File: src/rtl/mem_wb_pkg.sv
// Shared write-back definitions: load type encodings
// and default datapath widths for the MEM/WB boundary.
package mem_wb_pkg;

  localparam int DATA_W_DEF = 32;
  localparam int REG_AW_DEF = 5;
  localparam int CNT_W_DEF  = 32;

  localparam int LOAD_TW = 3;

  localparam logic [LOAD_TW-1:0] LOAD_NONE = 3'd0;
  localparam logic [LOAD_TW-1:0] LOAD_LB   = 3'd1;
  localparam logic [LOAD_TW-1:0] LOAD_LBU  = 3'd2;
  localparam logic [LOAD_TW-1:0] LOAD_LH   = 3'd3;
  localparam logic [LOAD_TW-1:0] LOAD_LHU  = 3'd4;
  localparam logic [LOAD_TW-1:0] LOAD_LW   = 3'd5;

endpackage

File: src/rtl/mem_wb_stage_load_align.sv
// Little-endian load formatter and misaligned-load
// detector, purely combinational on the MEM side.
module mem_wb_stage_load_align
  import mem_wb_pkg::*;
#(
  parameter int DATA_W = DATA_W_DEF
) (
  input  logic [LOAD_TW-1:0] ltype,
  input  logic [1:0]         off,
  input  logic [DATA_W-1:0]  rdata,
  input  logic [DATA_W-1:0]  alu_result,
  output logic [DATA_W-1:0]  data,
  output logic               adel
);

  logic [7:0]  b;
  logic [15:0] h;

  assign b = rdata[{off, 3'b000} +: 8];
  assign h = rdata[{off[1], 4'b0000} +: 16];

  always_comb begin
    data = alu_result;
    adel = 1'b0;
    unique case (1'b1)
      (ltype == LOAD_LB):
        data = {{(DATA_W-8){b[7]}}, b};
      (ltype == LOAD_LBU):
        data = {{(DATA_W-8){1'b0}}, b};
      (ltype == LOAD_LH): begin
        data = {{(DATA_W-16){h[15]}}, h};
        adel = off[0];
      end
      (ltype == LOAD_LHU): begin
        data = {{(DATA_W-16){1'b0}}, h};
        adel = off[0];
      end
      (ltype == LOAD_LW): begin
        data = rdata;
        adel = (off != 2'b00);
      end
      default: data = alu_result;
    endcase
  end

endmodule

File: src/rtl/mem_wb_stage.sv
// MEM/WB pipeline register: formats loads, drives the
// register file write port and counts retirements.
module mem_wb_stage
  import mem_wb_pkg::*;
#(
  parameter int DATA_W = DATA_W_DEF,
  parameter int REG_AW = REG_AW_DEF,
  parameter int CNT_W  = CNT_W_DEF
) (
  input  logic               clk,
  input  logic               reset,
  input  logic               stall,
  input  logic               flush,
  input  logic               mem_valid,
  input  logic               mem_wreg,
  input  logic [REG_AW-1:0]  mem_wreg_addr,
  input  logic [DATA_W-1:0]  mem_alu_result,
  input  logic [2:0]         mem_load_type,
  input  logic [DATA_W-1:0]  mem_rdata,
  input  logic [DATA_W-1:0]  mem_pc,
  output logic               wb_we,
  output logic [REG_AW-1:0]  wb_rw,
  output logic [DATA_W-1:0]  wb_rd,
  output logic               wb_valid,
  output logic [DATA_W-1:0]  wb_pc,
  output logic               wb_adel,
  output logic [CNT_W-1:0]   retire_cnt
);

  logic [DATA_W-1:0] fmt_data;
  logic              fmt_adel;
  logic              wreg_q;

  mem_wb_stage_load_align #(
    .DATA_W(DATA_W)
  ) u_align (
    .ltype      (mem_load_type),
    .off        (mem_alu_result[1:0]),
    .rdata      (mem_rdata),
    .alu_result (mem_alu_result),
    .data       (fmt_data),
    .adel       (fmt_adel)
  );

  always_ff @(posedge clk or negedge reset) begin
    if (!reset) begin
      wb_valid   <= 1'b0;
      wreg_q     <= 1'b0;
      wb_rw      <= '0;
      wb_rd      <= '0;
      wb_pc      <= '0;
      wb_adel    <= 1'b0;
      retire_cnt <= '0;
    end else if (flush) begin
      wb_valid <= 1'b0;
      wb_adel  <= 1'b0;
    end else if (!stall) begin
      wb_valid <= mem_valid;
      wreg_q   <= mem_wreg & ~fmt_adel;
      wb_rw    <= mem_wreg_addr;
      wb_rd    <= fmt_data;
      wb_pc    <= mem_pc;
      wb_adel  <= mem_valid & fmt_adel;
      if (mem_valid && !fmt_adel)
        retire_cnt <= retire_cnt + 1'b1;
    end
  end

  // x0 is never written, so suppress the strobe for it
  assign wb_we = wb_valid & wreg_q & (wb_rw != '0);

endmodule

File: config.mk
export PLATFORM = sky130hd
export DESIGN_NAME = mem_wb_stage
export DESIGN_NICKNAME = d
export VERILOG_FILES = /design/src/rtl/mem_wb_pkg.sv /design/src/rtl/mem_wb_stage_load_align.sv /design/src/rtl/mem_wb_stage.sv
export SDC_FILE = /design/constraint.sdc
export NUM_CORES = 1
export LEC_CHECK = 0
export CAP_MARGIN = 20
export CORE_UTILIZATION = 48
export CTS_CLUSTER_DIAMETER = 30
export DETAILED_ROUTE_END_ITERATION = 6
export GPL_TIMING_DRIVEN = 0
export PLACE_DENSITY = 0.87
export SETUP_SLACK_MARGIN = 0.3
export SLEW_MARGIN = 20
export SYNTH_ARGS = -nofsm -noshare
export SYNTH_HDL_FRONTEND = slang
export SYNTH_SLANG_ARGS = --single-unit
File: constraint.sdc
create_clock -name clk -period 3 [get_ports clk]
set_input_delay 0.45 -clock clk [delete_from_list [all_inputs] [get_ports clk]]
set_output_delay 0.45 -clock clk [all_outputs]
set_load 0.03 [all_outputs]
==> results of run 1 <==
==> registers in the layout (all words and copies together) (netlist names) <==
name,cells
retire_cnt,32
wb_adel,1
wb_pc,32
wb_rd,32
wb_rw,5
wb_valid,1
wreg_q,1
==> cells in the mapped netlist, types with 2 or more instances <==
cell	instances	share of area (%)
nand2_1	157	10
dfrtp_1	104	46
o21ai_0	46	4.1
nand4_1	27	3.0
xnor2_1	27	4.2
clkbuf_1	23	1.5
o21ai_1	15	1.3
a2111oi_0	14	2.2
nand3_1	13	1.1
a21oi_1	11	0.97
inv_1	11	0.73
mux2i_1	11	1.9
nor2_1	11	0.73
buf_2	10	0.88
nand2b_1	10	1.1
o32ai_1	10	1.5
nand3b_1	9	1.2
nor4_1	8	0.88
a221oi_1	7	1.1
and3_1	7	0.77
buf_4	7	0.93
mux4_2	6	2.4
nand4b_1	6	0.93
nor2b_1	6	0.66
and2_1	5	0.55
xor2_1	5	0.77
buf_1	4	0.27
nor3_1	4	0.35
o2bb2ai_1	3	0.46
a21o_1	2	0.27
a31oi_1	2	0.22
and4_1	2	0.31
nor4_4	2	0.75
or2_2	2	0.22
or3_1	2	0.22
==> layout by cell type, fill, tap and decap left out, types with 7 or more instances in the layout <==
cell and n:
nand2b_1 10, nand3b_1 9, a2111oi_0 14, xnor2_1 27
clkdlybuf4s50_1 210, inv_1 11, o21ai_0 46, nor2_1 11
nand4_1 27, o32ai_1 10, nand3_1 13, clkbuf_1 23
a221oi_1 7, buf_2 10, o21ai_1 15, dfrtp_1 104
and3_1 7, mux2i_1 11, clkbuf_16 9, nor4_1 8
a21oi_1 11, buf_4 7, nand2_1 157
==> power groups by stage <==
| stage | logic [mW] | clock network (mW) | registers [mW] |
|---|---|---|---|
| finish | 1.32 | 1.16 | 1.68 |
| global route | 1.39 | 1.24 | 1.70 |
| global placement | 1.27 | 0 | 1.70 |
| CTS | 1.32 | 1.18 | 1.68 |
| detailed placement | 1.31 | 0 | 1.71 |
| floorplan | 0.336 | 0 | 2.02 |
==> per-layer routing <==
| layer | vias up | routed length, microns | part of all wire, % | GRT usage (%) |
|---|---|---|---|---|
| met5 | - | 0 | 0 | 0 |
| met4 | 0 | 498 | 2.7 | 10.6 |
| met3 | 53 | 1730 | 9.3 | 9.00 |
| met2 | 299 | 9070 | 49 | 52.4 |
| met1 | 2763 | 7380 | 40 | 38.2 |
| li1 | 2618 | - | - | - |
==> cell type report <==
type / count / share of cell area, %
Sequential cell: 104 / 31.4
Timing Repair Buffer: 213 / 26.0
Clock buffer: 9 / 2.72
Tap cell: 143 / 2.16
Buffer: 45 / 2.60
Inverter: 11 / 0.499
Clock inverter: 7 / 0.801
Multi-Input combinational cell: 452 / 33.8
==> timing repair <==
item / in CTS / in global routing
setup endpoints to repair: 0 / 0
hold endpoints to repair: 31 / 0
hold buffers: 1 / 0
==> worst register-to-register path: stages, from the launching register on <==
cell and delay, ns:
dfrtp_1 0.44, ha_1 0.22, nand3_1 0.20, nor4_4 0.47
nand3_1 0.19, xnor2_1 0.22
==> path summary, 6_finish.rpt <==
check	start	endpoint	slack, ns	cells after the start
worst max-delay path	wb_rw[1]	wb_we	0.52	3
worst min-delay path	wb_pc[20]	wb_pc[20]	0.48	2
worst max register to register	retire_cnt[0]	retire_cnt[18]	1.17	5
worst min register to register	wb_pc[20]	wb_pc[20]	0.48	2
max in group asynchronous	reset	wb_rd[13]	1.77	3
min in group asynchronous	reset	retire_cnt[30]	0.58	2
==> through the flow <==
stage / TNS [ns] / util [%] / std cells
after floorplan: 0 / - / 612
after global placement: -238.33 / 69.3 / 966
after detailed placement: 0 / 69.6 / 967
after CTS: 0 / 72.2 / 984
after global routing: 0 / 72.2 / 984
final: 0 / 72.2 / 984
==> cell families (layout without fill, tap and decap cells) <==
group,count (synthesis),count (layout),synth area share [%]
buffers and inverters,56,285,4.53
AND/OR/NAND/NOR,280,280,25.3
adder cells (fa/ha/maj),1,1,0.221
XOR/XNOR,32,32,4.95
AO/OA/AOI/OAI,122,122,14.7
flip-flops,104,104,46.0
multiplexers,17,17,4.33
==> results.txt, run 1 <==
result of the run: finished, final reports clean
Final Hold Viols: 0
minimum setup slack in the final design: 0.519 ns
Min Clock Period, post-route: 2.48 ns
clock tree root driver cell: clkbuf_16
routed wire length per instance: 19.0 microns
chip height: 111 microns
critical path buffer and inverter count: 1
number of cell rows: 39
final-layout worst hold slack: 0.482 ns
Critical Path Start Type: register
post-detailed-route count of antenna-violating nets: 0
maximum resistive drop on vdd: 0.498 mV
number of nets in the layout: 947
part of the power in registers: 40.4%
Iteration-0 DRC Markers: 476
number of warnings issued by yosys: 0
post-synthesis instance total: 612
clock transition at the registers of the reported paths: 0.07 ns
combinational cell fraction of total power: 31.6%
cell with the biggest individual delay on the critical path: clkdlybuf4s50_1
cts bufs inserted: 9
largest incremental delay on the critical path: 0.60 ns
count of input and output buffers: 211
number of inserted filler cells in the final layout: 854
gate family responsible for the most delay along the worst path: buffers and inverters
number of enable flip-flop cells after synthesis: 0
tightest slew margin relative to the limit: 54.4%
Async SR Flop Fraction: 100%
maximum net fanout on the critical path: 3
H-tree depth reported by CTS: 3
internal power of the cells: 2.71 mW
final setup fails: 0
vias in the first global route: 5957
wire length of the first global-routing pass: 30.4 mm
number of pins with negative max-slew slack in the final report: 0
number of unique standard cell types used by synthesis: 58
starting utilization of the core area: 49.4%
Residual DRC: 0
antenna fix cells: 0
final wirelength: 18.7 mm
placed cell areas: 7980 sq um
global router's overall resource usage: 31.1%
half-perimeter wire length of the detailed placement result: 13.9 mm
max-capacitance violation count: 0
critical setup path kind: reg -> out
f_max: 403 MHz
kind of end point of the critical path: primary output
post-CTS sizing: 0
drt pass-1 iters: 5
Clock Path Buffers: 2
worst path required time: 2.55 ns
global placement routability congestion: 0.871
share of final-layout standard cells stronger than drive strength 1: 6.78%
measured slew at the worst slew-check pin: 0.667 ns
Post-Synthesis Cell Area: 5660 sq um
routed vias: 5733
Synth-to-Final Area Change: 46.3%
Syn Nets: 723
critical path, cell by cell: or3_1 -> o311a_1 -> clkdlybuf4s50_1
sequential standard cell area: 2600 sq um
share of total power in the clock network: 28.0%
largest net degree at the start of global routing: 74
Post-CTS Repair Setup Buffers: 0
share of the yosys chip area belonging to registers: 46.0%
Switching Share: 34.8%
clk_skew: 0.0118 ns
Leak Pwr: 3.53 nW
clock tree from TritonCTS: built
Post-Place Worst Slack: 0.334 ns
final clock period utilization by the worst path: 82.7%
multi-input logic area: 2800 sq um
unrepaired setup endpoints after global routing: false
per-cell via count in the routed design: 5.83
Die X: 111 microns
number of clock sinks: 104
grt total ovfl: 0
data arrival time of the critical path: 2.03 ns
core region area: 11500 sq um
count of boundary I/O pins: 214
synthesized area divided by synthesized cell count: 9.25 sq um
Clock Latency Late Sink: 0.35 ns
final standard cell area without fillers: 8280 sq um
total chip power: 4.16 mW
register bit count reported by yosys: 104
power density over the cells: 502 nW/um^2
main flop type after synthesis: dfrtp_1
switching power: 1.45 mW
Die Footprint: 12200 sq um
number of antenna violations at the first check in global routing: 0
worst hold-check path type: reg -> reg
Note: power is estimated with default switching activity, not from simulation.
==> run 2, diff against run 1 <==
- CORE_UTILIZATION: 48 -> 40
- PLACE_DENSITY: 0.87 -> 0.78
- clock period: 3 -> 2.07 ns (I/O delays scaled with it)
==> results.txt, run 2 (synthesized netlist as in run 1, its figures left out) <==
result of the run: finished, final reports clean
critical path buffer and inverter count: 1
kind of end point of the critical path: primary output
TNS Setup: 0 ns
number of antenna violations at the first check in global routing: 3
placed cell areas: 8030 sq um
Crit Reg-Reg Endpoint: retire_cnt[30]
switching power: 2.11 mW
Min Clock Period, post-route: 1.86 ns
number of clock sinks: 104
half-perimeter wire length of the detailed placement result: 13.2 mm
cell with the biggest individual delay on the critical path: dfrtp_1
per-cell via count in the routed design: 5.56
drt pass-1 iters: 4
final-layout worst hold slack: 0.391 ns
vias in the first global route: 5351
final standard cell area without fillers: 8700 sq um
total chip power: 6.08 mW
largest net degree at the start of global routing: 66
Die Footprint: 14600 sq um
combinational cell fraction of total power: 32.6%
global placement routability congestion: 0.895
worst path required time: 1.76 ns
Iteration-0 DRC Markers: 382
part of the power in registers: 40.0%
wire length of the first global-routing pass: 28.2 mm
routed wire length per instance: 17.8 microns
starting utilization of the core area: 40.9%
clock tree from TritonCTS: built
origin of the critical flop-to-flop path: retire_cnt[0]
final wirelength: 18.5 mm
critical setup path kind: reg -> out
registers with the highest flip-flop counts: retire_cnt: 32 flops, wb_pc: 32 flops, wb_rd: 32 flops
number of inserted filler cells in the final layout: 1180
Switching Share: 34.7%
critical path, cell by cell: or3_1 -> o311a_1 -> buf_6
clk_skew: 0.0125 ns
clock transition at the registers of the reported paths: 0.08 ns
measured slew at the worst slew-check pin: 0.706 ns
share of total power in the clock network: 27.4%
number of pins with negative max-slew slack in the final report: 0
final clock period utilization by the worst path: 90.0%
most common cell after layout, fill and taps aside: clkdlybuf4s50_1
grt total ovfl: 0
max-capacitance violation count: 0
count of boundary I/O pins: 214
Clock Latency Late Sink: 0.36 ns
data arrival time of the critical path: 1.55 ns
number of cell rows: 43
worst min-delay path endpoint: wb_valid
Final Hold Viols: 0
worst hold-check path type: in -> reg
unrepaired setup endpoints after global routing: true
Synth-to-Final Area Change: 53.8%
f_max: 537 MHz
register-to-register setup slack: 0.40 ns
clock tree root driver cell: clkbuf_16
post-detailed-route count of antenna-violating nets: 0
power density over the cells: 699 nW/um^2
worst reg2reg path depth: 6
maximum resistive drop on vdd: 0.564 mV
Die X: 121 microns
core region area: 13800 sq um
Residual DRC: 0
routed vias: 5780
largest incremental delay on the critical path: 0.39 ns
final setup fails: 0
H-tree depth reported by CTS: 3
count of input and output buffers: 211
number of cells on the worst hold path: 2
global router's overall resource usage: 24.9%
Leak Pwr: 4.03 nW
maximum net fanout on the critical path: 2
commonest cells after routing, fill and taps aside: clkdlybuf4s50_1 (164), nand2_1 (157), dfrtp_1 (102)
internal power of the cells: 3.97 mW
cts bufs inserted: 9
tightest slew margin relative to the limit: 52.9%
share of final-layout standard cells stronger than drive strength 1: 13.3%
gate family responsible for the most delay along the worst path: flip-flops
number of nets in the layout: 964
chip height: 121 microns
Clock Path Buffers: 2
Critical Path Start Type: register
start point of the worst hold path: flush
[run 2: cell count changes in the layout (fill, tap and decap cells not counted), sizes merged]
cell / change
dlymetal6s2s: +16
clkinvlp: +2
clkdlybuf4s50: -46
diode: +2
clkinv: -3
buf: +19
dlygate4sd2: +29
[run 2: power by group through the flow]
stage                     Sequential, mW  Clock, mW  Combinational (mW)
after floorplan                     2.92          0               0.486
after global placement              2.47          0                1.85
after detailed placement            2.47          0                1.87
after CTS                           2.43       1.70                1.90
after global routing                2.47       1.78                2.11
final                               2.44       1.67                1.98
[run 2: worst max-delay path by stage]
stage | slack (ns) | to | depth (start not counted) | from
after floorplan | 0.30 | retire_cnt[12] | 5 | retire_cnt[1]
after global placement | -3.78 | retire_cnt[0] | 1 | reset
after detailed placement | -0.36 | wb_pc[24] | 6 | flush
after CTS | 0.16 | wb_we | 3 | wb_rw[3]
after global routing | 0.15 | wb_we | 3 | wb_rw[3]
final | 0.21 | wb_we | 3 | wb_rw[0]
[run 2: layer usage]
metal,part of all wire (%),global-route usage [%],wire [microns],vias up
li1,-,-,-,2668
met1,41,30.9,7500,2763
met2,47,40.2,8630,294
met3,9.1,6.95,1690,53
met4,3.7,11.6,678,2
met5,0.054,0,10,-
[run 2: stage by stage]
stage | util [%] | worst slack [ns] | cells
final | 62.9 | 0.206 | 1040
after global routing | 62.9 | 0.149 | 1040
after CTS | 61.3 | 0.160 | 1032
after detailed placement | 58.0 | -0.360 | 1004
after global placement | 57.8 | -3.78 | 1003
after floorplan | - | 0.303 | 612
[run 2: layout make-up]
cell class / instances / area, sq um / area share [%]
diodes: 2 / 5.00 / 0.0575
plain buffers: 45 / 274 / 3.15
clock buffers: 10 / 229 / 2.63
clock inverters: 6 / 53.8 / 0.618
inverters: 11 / 41.3 / 0.474
multi-input cells: 452 / 2990 / 34.3
flip-flops and latches: 104 / 2610 / 29.9
well taps: 180 / 225 / 2.59
repair buffers: 230 / 2280 / 26.2
[run 2: what timing repair did]
action,4_1_cts,5_1_grt
endpoints found under the setup margin,102,72
hold buffers,1,0
endpoints found under the hold margin,39,0
pin swaps,6,7
resized for setup,84,49
buffers inserted,9,6
gates cloned,2,0
[run 2: worst register-to-register path: cells and delay by family, from the launching register on]
family / cells / cell delay [ns]
and+or+nand+nor: 3 / 0.56
DFF: 1 / 0.43
adders and majority gates: 1 / 0.21
buffers and inverters: 1 / 0.20
xor gates and xnor gates: 1 / 0.19
==> run 3, diff against run 2 <==
--- a/config.mk
+++ b/config.mk
@@ -8,2 +8,3 @@
 export CAP_MARGIN = 20
+export CORE_ASPECT_RATIO = 1.2
 export CORE_UTILIZATION = 40
@@ -14,2 +15,3 @@
 export SETUP_SLACK_MARGIN = 0.3
+export SKIP_LAST_GASP = 1
 export SLEW_MARGIN = 20
==> constraint.sdc (replaced) <==
create_clock -name clk -period 2.07 [get_ports clk]
set_input_delay 0.414 -clock clk [delete_from_list [all_inputs] [get_ports clk]]
set_output_delay 0.414 -clock clk [all_outputs]
set_load 0.03 [all_outputs]
==> results.txt, run 3 (synthesized netlist as in run 1, its figures left out) <==
starting utilization of the core area: 41.0%
final wirelength: 19.0 mm
Final Hold Viols: 0
cts bufs inserted: 9
number of clock sinks: 104
global router's overall resource usage: 26.1%
power density over the cells: 702 nW/um^2
unrepaired setup endpoints after global routing: true
placed cell areas: 8020 sq um
final standard cell utilization of the core: 62.3%
clock transition at the registers of the reported paths: 0.08 ns
half-perimeter wire length of the detailed placement result: 13.6 mm
drt pass-1 iters: 5
max-capacitance violation count: 0
kind of end point of the critical path: primary output
count of boundary I/O pins: 214
clk_skew: 0.00620 ns
global placement routability congestion: 0.888
routed wire length per instance: 18.4 microns
measured slew at the worst slew-check pin: 0.549 ns
final standard cell area without fillers: 8610 sq um
maximum resistive drop on vdd: 0.523 mV
Clock Latency Late Sink: 0.35 ns
clock tree from TritonCTS: built
share of final-layout standard cells stronger than drive strength 1: 13.1%
data arrival time of the critical path: 1.57 ns
maximum net fanout on the critical path: 2
chip height: 132 microns
Final Non-Filler Cells: 1032
critical setup path kind: reg -> out
routed vias: 5797
Clock Path Buffers: 2
wire length of the first global-routing pass: 30.2 mm
largest net degree at the start of global routing: 65
per-cell via count in the routed design: 5.62
count of input and output buffers: 211
number of pins with negative max-slew slack in the final report: 0
worst path required time: 1.66 ns
number of antenna violations at the first check in global routing: 4
critical path, cell by cell: or3_1 -> o311a_1 -> buf_6
number of cell rows: 47
Min Clock Period, post-route: 1.99 ns
commonest cells after routing, fill and taps aside: nand2_1 (157), dlygate4sd2_1 (107), dfrtp_1 (103)
grt total ovfl: 0
clock tree root driver cell: clkbuf_16
tightest slew margin relative to the limit: 63.2%
TNS Setup: 0 ns
Synth-to-Final Area Change: 52.1%
cell with the biggest individual delay on the critical path: dfrtp_1
core region area: 13800 sq um
final setup fails: 0
result of the run: finished, final reports clean
Leak Pwr: 4.10 nW
worst hold-check path type: in -> reg
Die X: 111 microns
f_max: 504 MHz
cell count after placement: 995
number of nets in the layout: 963
Residual DRC: 0
Die Footprint: 14600 sq um
post-detailed-route count of antenna-violating nets: 0
largest incremental delay on the critical path: 0.39 ns
registers with the highest flip-flop counts: retire_cnt: 32 flops, wb_pc: 32 flops, wb_rd: 32 flops
Critical Path Start Type: register
Iteration-0 DRC Markers: 347
most common cell after layout, fill and taps aside: nand2_1
H-tree depth reported by CTS: 3
final clock period utilization by the worst path: 95.9%
vias in the first global route: 5827
[run 3: changes by cell type in the layout (fill, tap and decap cells not counted), sizes merged, moves of 3 or more]
cell | before | now
buf | 43 | 40
clkbuf | 32 | 35
clkdlybuf4s50 | 164 | 97
clkinvlp | 3 | 0
dlygate4sd2 | 29 | 107
dlymetal6s2s | 16 | 4
[run 3: timing repair]
action	in CTS	in global routing
buffers inserted	11	4
pin swaps	11	6
endpoints found under the setup margin	202	52
endpoints found under the hold margin	40	0
cloned	1	0
hold buffers	1	0
resized for setup	173	36
[run 3: path summary, 6_finish.rpt]
check	startpoint	to	slack, ns	cells past startpoint
setup / recovery	wb_rw[1]	wb_we	0.08	3
hold / removal	flush	wb_valid	0.44	2
setup reg to reg	retire_cnt[1]	retire_cnt[16]	0.38	6
hold reg to reg	wb_pc[28]	wb_pc[28]	0.47	2
max in group asynchronous	reset	wb_rd[15]	0.89	3
min in group asynchronous	reset	retire_cnt[23]	0.54	2
[run 3: per-layer routing]
metal	vias to the layer above	track usage (%)	part of all wire, %
li1	2670	-	-
met1	2766	31.4	39
met2	284	42.1	48
met3	77	6.76	7.9
met4	0	15.0	5.1
met5	-	0	0
[run 3: cell type report]
cell class | count | area [sq um]
Antenna cell | 4 | 10.0
Buffer | 45 | 303
Clock buffer | 11 | 243
Clock inverter | 5 | 63.8
Fill cell | 1213 | 5210
Inverter | 11 | 41.3
Multi-Input combinational cell | 452 | 2970
Sequential cell | 104 | 2600
Tap cell | 171 | 214
Timing Repair Buffer | 229 | 2160
[run 3: stage by stage]
stage	total power, mW	hold slack, ns	worst slack, ns
after floorplan	3.41	0.118	0.303
after global placement	4.32	0.457	-3.91
after detailed placement	4.35	0.357	-0.545
after CTS	6.03	0.468	0.0673
after global routing	6.31	0.481	0.0334
final	6.04	0.442	0.0849
[run 3: worst max-delay path, delay by kind of cell (launching register included)]
kind / cells / cell delay, ns
AO/OA/AOI/OAI: 1 / 0.31
buffers and inverters: 1 / 0.14
flip-flops: 1 / 0.39
AND/OR/NAND/NOR: 1 / 0.38
[run 3: power by group]
group	leakage, nW	total [mW]	switching [mW]	internal (mW)
combinational	2.62	1.82	1.10	0.712
clock	0.152	1.80	0.812	0.986
sequential	1.33	2.43	0.161	2.27
total	4.10	6.04	2.08	3.97
